## src/rtl/bin_search_arbiter.sv

```systemverilog
// Round-robin arbiter that shares one bin_search engine among NUM_REQ requesters.
// Optional macro BSARB_TIMEOUT_EN adds a WAIT_DONE watchdog and the err_timeout port.
module bin_search_arbiter #(
   parameter int NUM_REQ   = 4,
   parameter int ID_W      = 2,
   parameter int BUSY_WAIT = 4
) (
   input  logic                  clk,
   input  logic                  rst_n,
   input  logic [NUM_REQ-1:0]    req_valid,
   input  logic [NUM_REQ*64-1:0] req_data,
   input  logic [NUM_REQ*8-1:0]  req_key,
   output logic [NUM_REQ-1:0]    req_ready,
   output logic [63:0]           eng_data,
   output logic [7:0]            eng_X,
   output logic                  eng_en,
   input  logic                  eng_rdy,
   input  logic [7:0]            eng_out,
   input  logic                  eng_valid,
   output logic                  rsp_valid,
   output logic [ID_W-1:0]       rsp_id,
   output logic [7:0]            rsp_out,
   output logic                  rsp_found,
   output logic                  busy,
   output logic                  err
`ifdef BSARB_TIMEOUT_EN
   ,
   output logic                  err_timeout
`endif
);

   typedef enum logic [2:0] {
      ST_IDLE      = 3'd0,
      ST_ISSUE     = 3'd1,
      ST_WAIT_BUSY = 3'd2,
      ST_WAIT_DONE = 3'd3,
      ST_RESP      = 3'd4
   } state_t;

   localparam int              BW_W       = (BUSY_WAIT > 1) ? $clog2(BUSY_WAIT) : 1;
   localparam logic [BW_W-1:0] LP_BW_LAST = BW_W'(BUSY_WAIT - 1);
   localparam logic [ID_W:0]   LP_NREQ    = (ID_W + 1)'(NUM_REQ);
   localparam logic [ID_W-1:0] LP_LAST    = ID_W'(NUM_REQ - 1);

   state_t              r_state;
   state_t              w_state_nxt;
   logic [ID_W-1:0]     r_ptr;
   logic [ID_W-1:0]     r_id;
   logic [BW_W-1:0]     r_bw_cnt;
   logic [63:0]         r_eng_data;
   logic [7:0]          r_eng_x;
   logic                r_eng_en;
   logic                r_rsp_valid;
   logic [ID_W-1:0]     r_rsp_id;
   logic [7:0]          r_rsp_out;
   logic                r_rsp_found;
   logic                r_busy;
   logic                r_err;

   logic [ID_W:0]       w_sum;
   logic [ID_W-1:0]     w_idx;
   logic [ID_W-1:0]     w_win;
   logic                w_any;
   logic                w_grant;
   logic                w_done;
   logic                w_bw_expire;
   logic                w_dn_expire;

   // Round-robin search: first pending requester at or after the pointer, wrapping.
   always_comb begin
      w_any = 1'b0;
      w_win = {ID_W{1'b0}};
      w_sum = {(ID_W + 1){1'b0}};
      w_idx = {ID_W{1'b0}};
      for (int k = NUM_REQ - 1; k >= 0; k--) begin
         w_sum = {1'b0, r_ptr} + (ID_W + 1)'(k);
         w_idx = (w_sum >= LP_NREQ) ? ID_W'(w_sum - LP_NREQ) : ID_W'(w_sum);
         w_win = req_valid[w_idx] ? w_idx : w_win;
         w_any = w_any | req_valid[w_idx];
      end
      w_grant   = (r_state == ST_IDLE) && eng_rdy && w_any && rst_n;
      req_ready = w_grant ? ({{(NUM_REQ - 1){1'b0}}, 1'b1} << w_win) : {NUM_REQ{1'b0}};
   end

`ifdef BSARB_TIMEOUT_EN
   logic [15:0] r_tmo_cnt;
   logic        r_err_timeout;

   // Watchdog on the engine's done handshake; the strobe lines up with RESP.
   always_ff @(posedge clk or negedge rst_n) begin
      if (!rst_n) begin
         r_tmo_cnt     <= 16'd0;
         r_err_timeout <= 1'b0;
      end else begin
         r_err_timeout <= w_dn_expire;
         if (r_state == ST_WAIT_DONE) begin
            r_tmo_cnt <= r_tmo_cnt + 16'd1;
         end else begin
            r_tmo_cnt <= 16'd0;
         end
      end
   end

   assign err_timeout = r_err_timeout;
`endif

   // Next-state logic and the completion/expiry qualifiers.
   always_comb begin
      w_state_nxt = r_state;
      w_done      = 1'b0;
      w_bw_expire = 1'b0;
      w_dn_expire = 1'b0;
      case (r_state)
         ST_IDLE: begin
            if (w_grant) begin
               w_state_nxt = ST_ISSUE;
            end else begin
               w_state_nxt = ST_IDLE;
            end
         end
         ST_ISSUE: begin
            w_state_nxt = ST_WAIT_BUSY;
         end
         ST_WAIT_BUSY: begin
            if (!eng_rdy) begin
               w_state_nxt = ST_WAIT_DONE;
            end else if (r_bw_cnt == LP_BW_LAST) begin
               w_state_nxt = ST_RESP;
               w_bw_expire = 1'b1;
            end else begin
               w_state_nxt = ST_WAIT_BUSY;
            end
         end
         ST_WAIT_DONE: begin
            if (eng_rdy) begin
               w_state_nxt = ST_RESP;
               w_done      = 1'b1;
            end
`ifdef BSARB_TIMEOUT_EN
            else if (r_tmo_cnt == 16'd1023) begin
               w_state_nxt = ST_RESP;
               w_dn_expire = 1'b1;
            end
`endif
            else begin
               w_state_nxt = ST_WAIT_DONE;
            end
         end
         ST_RESP: begin
            w_state_nxt = ST_IDLE;
         end
         default: begin
            w_state_nxt = ST_IDLE;
         end
      endcase
   end

   // State register, operand/result capture and registered outputs.
   always_ff @(posedge clk or negedge rst_n) begin
      if (!rst_n) begin
         r_state     <= ST_IDLE;
         r_ptr       <= {ID_W{1'b0}};
         r_id        <= {ID_W{1'b0}};
         r_bw_cnt    <= {BW_W{1'b0}};
         r_eng_data  <= 64'd0;
         r_eng_x     <= 8'd0;
         r_eng_en    <= 1'b0;
         r_rsp_valid <= 1'b0;
         r_rsp_id    <= {ID_W{1'b0}};
         r_rsp_out   <= 8'd0;
         r_rsp_found <= 1'b0;
         r_busy      <= 1'b0;
         r_err       <= 1'b0;
      end else begin
         r_state     <= w_state_nxt;
         r_eng_en    <= w_grant;
         r_rsp_valid <= (w_state_nxt == ST_RESP);
         r_busy      <= (w_state_nxt != ST_IDLE);
         r_err       <= r_err | w_bw_expire | w_dn_expire;
         if (w_grant) begin
            r_eng_data <= req_data[64*w_win +: 64];
            r_eng_x    <= req_key[8*w_win +: 8];
            r_id       <= w_win;
            r_ptr      <= (w_win == LP_LAST) ? {ID_W{1'b0}} : w_win + ID_W'(1);
         end
         if (r_state == ST_ISSUE) begin
            r_bw_cnt <= {BW_W{1'b0}};
         end else if ((r_state == ST_WAIT_BUSY) && (w_state_nxt == ST_WAIT_BUSY)) begin
            r_bw_cnt <= r_bw_cnt + BW_W'(1);
         end
         if (w_state_nxt == ST_RESP) begin
            r_rsp_id <= r_id;
         end
         // A failed handshake reports a miss; the watchdog path flags it with 8'hFF.
         if (w_done) begin
            r_rsp_out   <= eng_out;
            r_rsp_found <= eng_valid;
         end else if (w_bw_expire) begin
            r_rsp_out   <= 8'd0;
            r_rsp_found <= 1'b0;
         end else if (w_dn_expire) begin
            r_rsp_out   <= 8'hFF;
            r_rsp_found <= 1'b0;
         end
      end
   end

   assign eng_data  = r_eng_data;
   assign eng_X     = r_eng_x;
   assign eng_en    = r_eng_en;
   assign rsp_valid = r_rsp_valid;
   assign rsp_id    = r_rsp_id;
   assign rsp_out   = r_rsp_out;
   assign rsp_found = r_rsp_found;
   assign busy      = r_busy;
   assign err       = r_err;

endmodule

```

## config.mk

```make
export PLATFORM = sky130hd
export DESIGN_NAME = bin_search_arbiter
export DESIGN_NICKNAME = d
export VERILOG_FILES = /design/src/rtl/bin_search_arbiter.sv
export SDC_FILE = /design/constraint.sdc
export NUM_CORES = 1
export LEC_CHECK = 0
export CAP_MARGIN = 0
export CELL_PAD_IN_SITES_DETAIL_PLACEMENT = 0
export CELL_PAD_IN_SITES_GLOBAL_PLACEMENT = 1
export CORE_AREA = 2 2 152 154
export CTS_CLUSTER_DIAMETER = 40
export DETAILED_ROUTE_END_ITERATION = 6
export DIE_AREA = 0 0 154 156
export GPL_ROUTABILITY_DRIVEN = 0
export PLACE_DENSITY = 0.88
export SYNTH_ARGS = -nofsm -noshare
export SYNTH_HDL_FRONTEND = slang
export SYNTH_SLANG_ARGS = --single-unit
```

## constraint.sdc

```tcl
create_clock -name clk -period 6.2 [get_ports clk]
set_input_delay 1.55 -clock clk [delete_from_list [all_inputs] [get_ports clk]]
set_output_delay 1.55 -clock clk [all_outputs]
set_load 0.02 [all_outputs]
```

==> results.yml, run 1 <==
run_status:
  status: "complete, no violations"
floorplan:
  start_util_pct: 26.9
  die_w_um: 154
  core-area_mm2: 0.0224
  dieArea_mm2: 0.0240
  io_pins: 395
  die_h_um: 156
  rows: 55
clock_network:
  cts_buffers: 9
  cts_root_buf: "clkbuf_16"
  cts_resized: 0
  hold_buffers: 0
  cts_tree: "built"
  cts_max_level: 3
  cts_setup_buffers: 0
  cts_sinks: 96
  clock_latency_ns: 0.35
  clk_pin_slew_ns: 0.07
  clk_path_buf_depth: 2
final_layout:
  fillers: 2085
  antenna_cells: 0
  area_growth_pct: 72.2
  final_cell_area_mm2: 0.0104
  nNetsFinal: 1178
  drive_gt1_share_pct: 12.1
logic_synthesis:
  synthFlopType: "dfrtp_1"
  synth.cell_area_mm2: 0.00601
  synth_area_leaders: "dfrtp_1 (40%), mux2i_1 (24%), o221ai_2 (18%)"
  ys_seq_elements: 96
  synth_warnings: 0
  syn_inst: 496
  syn_nets: 805
  synth_top_area_share_pct: 40.0
  ys_async_sr_fraction_pct: 100
  synth_edf_count: 0
  yosysUniqueCellTypes: 36
  yosysSeqAreaShare_pct: 40.0
  yosysTopAreaCell: "dfrtp_1"
  avgSynthCellArea_um2: 12.1
setup_path:
  start_kind: "primary input"
  critPathMaxFanout: 5
  reg2reg_from: "r_ptr[0]$_DFFE_PN0P_"
  r2r_slack_ns: 3.02
  end_kind: "output pin"
  cp.arrival_ns: 3.74
  crit_type: "primary input to output pin"
  worstPathRequired_ns: 4.65
  crit_start: "req_valid[1]"
timing:
  rsz0062_at_grt: "no"
  finClkSkew_ns: 0.0113
  final.setup.tns_ns: 0
  hold_viol: 0
  min_period_ns: 5.29
  setup_viol_count_final: 0
  fmax_ghz: 0.189
  holdWs_ns: 0.481
  drv_slew: 0
  min_period_over_period_pct: 85.3
  tightest_slew_ns: 0.922
  worst_slew_margin_rel_pct: 38.6
global_route:
  grt_pass1_wl_um: 31800
  antenna_found_initial: 0
  grt_use_total_pct: 16.9
  grt_max_degree: 82
  overflow: 0
  grt_pass1_vias: 5717
placed_design:
  place_hpwl_um: 15900
  portBuffers: 394
  dpl-instance-area_mm2: 0.0101
power:
  total_power_mw: 3.84
  leakage_nw: 4.53
  ir_drop_v: 0.000179
  power_density_mw_per_mm2: 371
route:
  postRouteAntennaNets: 0
  wl_per_cell_um: 18.1
  detail_route.first_pass.iterations: 4
  drc: 0
  vias: 5475
  wirelength_um: 21000
  vias_per_cell: 4.72
  first_iter_violations: 220
min_path:
  hp-class: "register to register"
  min-delay-start: "eng_data[18]$_DFFE_PN0P_"
flow_run:
  drv_cap: 0
power breakdown:
group | internal [mW] | total (mW) | leakage [nW] | switching (mW)
Combinational | 1.10 | 2.20 | 3.17 | 1.11
Clock | 0.286 | 0.572 | 0.147 | 0.286
Sequential | 0.902 | 1.06 | 1.21 | 0.162
Total | 2.29 | 3.84 | 4.53 | 1.55
cells in the final DEF (no fill, tap or decap), types with 2 or more instances in the layout:
| master | n |
|---|---|
| inv_6 | 2 |
| buf_4 | 9 |
| ha_1 | 5 |
| clkdlybuf4s50_1 | 393 |
| nor2b_1 | 4 |
| nor2_1 | 6 |
| and2_1 | 4 |
| clkbuf_16 | 9 |
| o21ai_0 | 5 |
| nand2b_1 | 2 |
| dfrtp_1 | 96 |
| a22o_1 | 9 |
| inv_2 | 3 |
| inv_8 | 2 |
| clkinv_4 | 2 |
| inv_1 | 2 |
| mux2i_1 | 145 |
| a21oi_1 | 2 |
| nand2_1 | 84 |
| o221ai_2 | 71 |
logic make-up after synthesis:
| group | after synthesis | share of synthesized area [%] |
|---|---|---|
| XOR/XNOR | 1 | 0.146 |
| AND/OR/NAND/NOR | 107 | 8.01 |
| AO/OA/AOI/OAI | 96 | 20.9 |
| flip-flops | 96 | 40.0 |
| adder cells (fa/ha/maj) | 5 | 1.04 |
| multiplexers | 145 | 24.1 |
| buffers and inverters | 46 | 5.83 |
state kept, by name, summed over array words and instances, names as in the netlist:
signal,flops
rsp_found,1
r_bw_cnt,2
busy,1
rsp_id,2
eng_X,8
r_ptr,2
r_id,2
eng_en,1
err,1
rsp_valid,1
r_state,3
eng_data,64
rsp_out,8
per-layer routing:
| metal | track usage [%] | part of all wire (%) | up-vias |
|---|---|---|---|
| met4 | 5.79 | 1.9 | 0 |
| met3 | 5.17 | 8.6 | 23 |
| met1 | 19.6 | 39 | 2579 |
| li1 | - | - | 2630 |
| met2 | 29.7 | 50 | 243 |
| met5 | 0 | 0 | - |
cell type report:
type | instances | area, um2 | area share, %
sequential | 96 | 2400 | 23.2
timing repair buffer | 402 | 4000 | 38.6
tap | 285 | 357 | 3.44
clock inverter | 7 | 73.8 | 0.713
inverter | 6 | 25.0 | 0.242
clock buffer | 9 | 225 | 2.17
multi-input combinational | 354 | 3270 | 31.6
stage by stage:
step / setup WS (ns) / std cells / util [%]
after global placement: 0.938 / 1143 / 45.0
after global routing: 0.742 / 1159 / 46.3
final: 0.914 / 1159 / 46.3
after CTS: 0.893 / 1159 / 46.3
after detailed placement: 0.893 / 1143 / 45.0
after floorplan: 1.89 / 496 / -
worst max-delay path: stages:
cell             delay, ns
clkdlybuf4s50_1       0.52
a21o_1                0.20
a21boi_1              0.14
o21a_1                0.34
inv_2                 0.11
ha_1                  0.19
and2_1                0.14
clkdlybuf4s50_1       0.55
worst paths after layout:
kind | to | depth (start not counted)
worst min-delay path | eng_data[18]$_DFFE_PN0P_ | 2
worst min register to register | eng_data[18]$_DFFE_PN0P_ | 2
min in group asynchronous | err$_DFF_PN0_ | 2
worst max register to register | eng_data[36]$_DFFE_PN0P_ | 7
max in group asynchronous | eng_data[22]$_DFFE_PN0P_ | 3
worst max-delay path | req_ready[0] | 8
cell usage after synthesis, drive strengths merged (2+ instances only):
cell	number
a21oi	2
a22o	9
and2	4
buf	36
clkbuf	4
dfrtp	96
ha	5
inv	6
mux2i	145
nand2	86
nand2b	2
nor2	6
nor2b	4
o21ai	6
o221ai	73
Power figures use the tool's default switching activity.
==> run 2, diff against run 1 <==
- CAP_MARGIN: 0 -> 20
- HOLD_SLACK_MARGIN: default -> 0.12
==> results of run 2 <==
Final layout, timing and power as in run 1 (identical DEF).
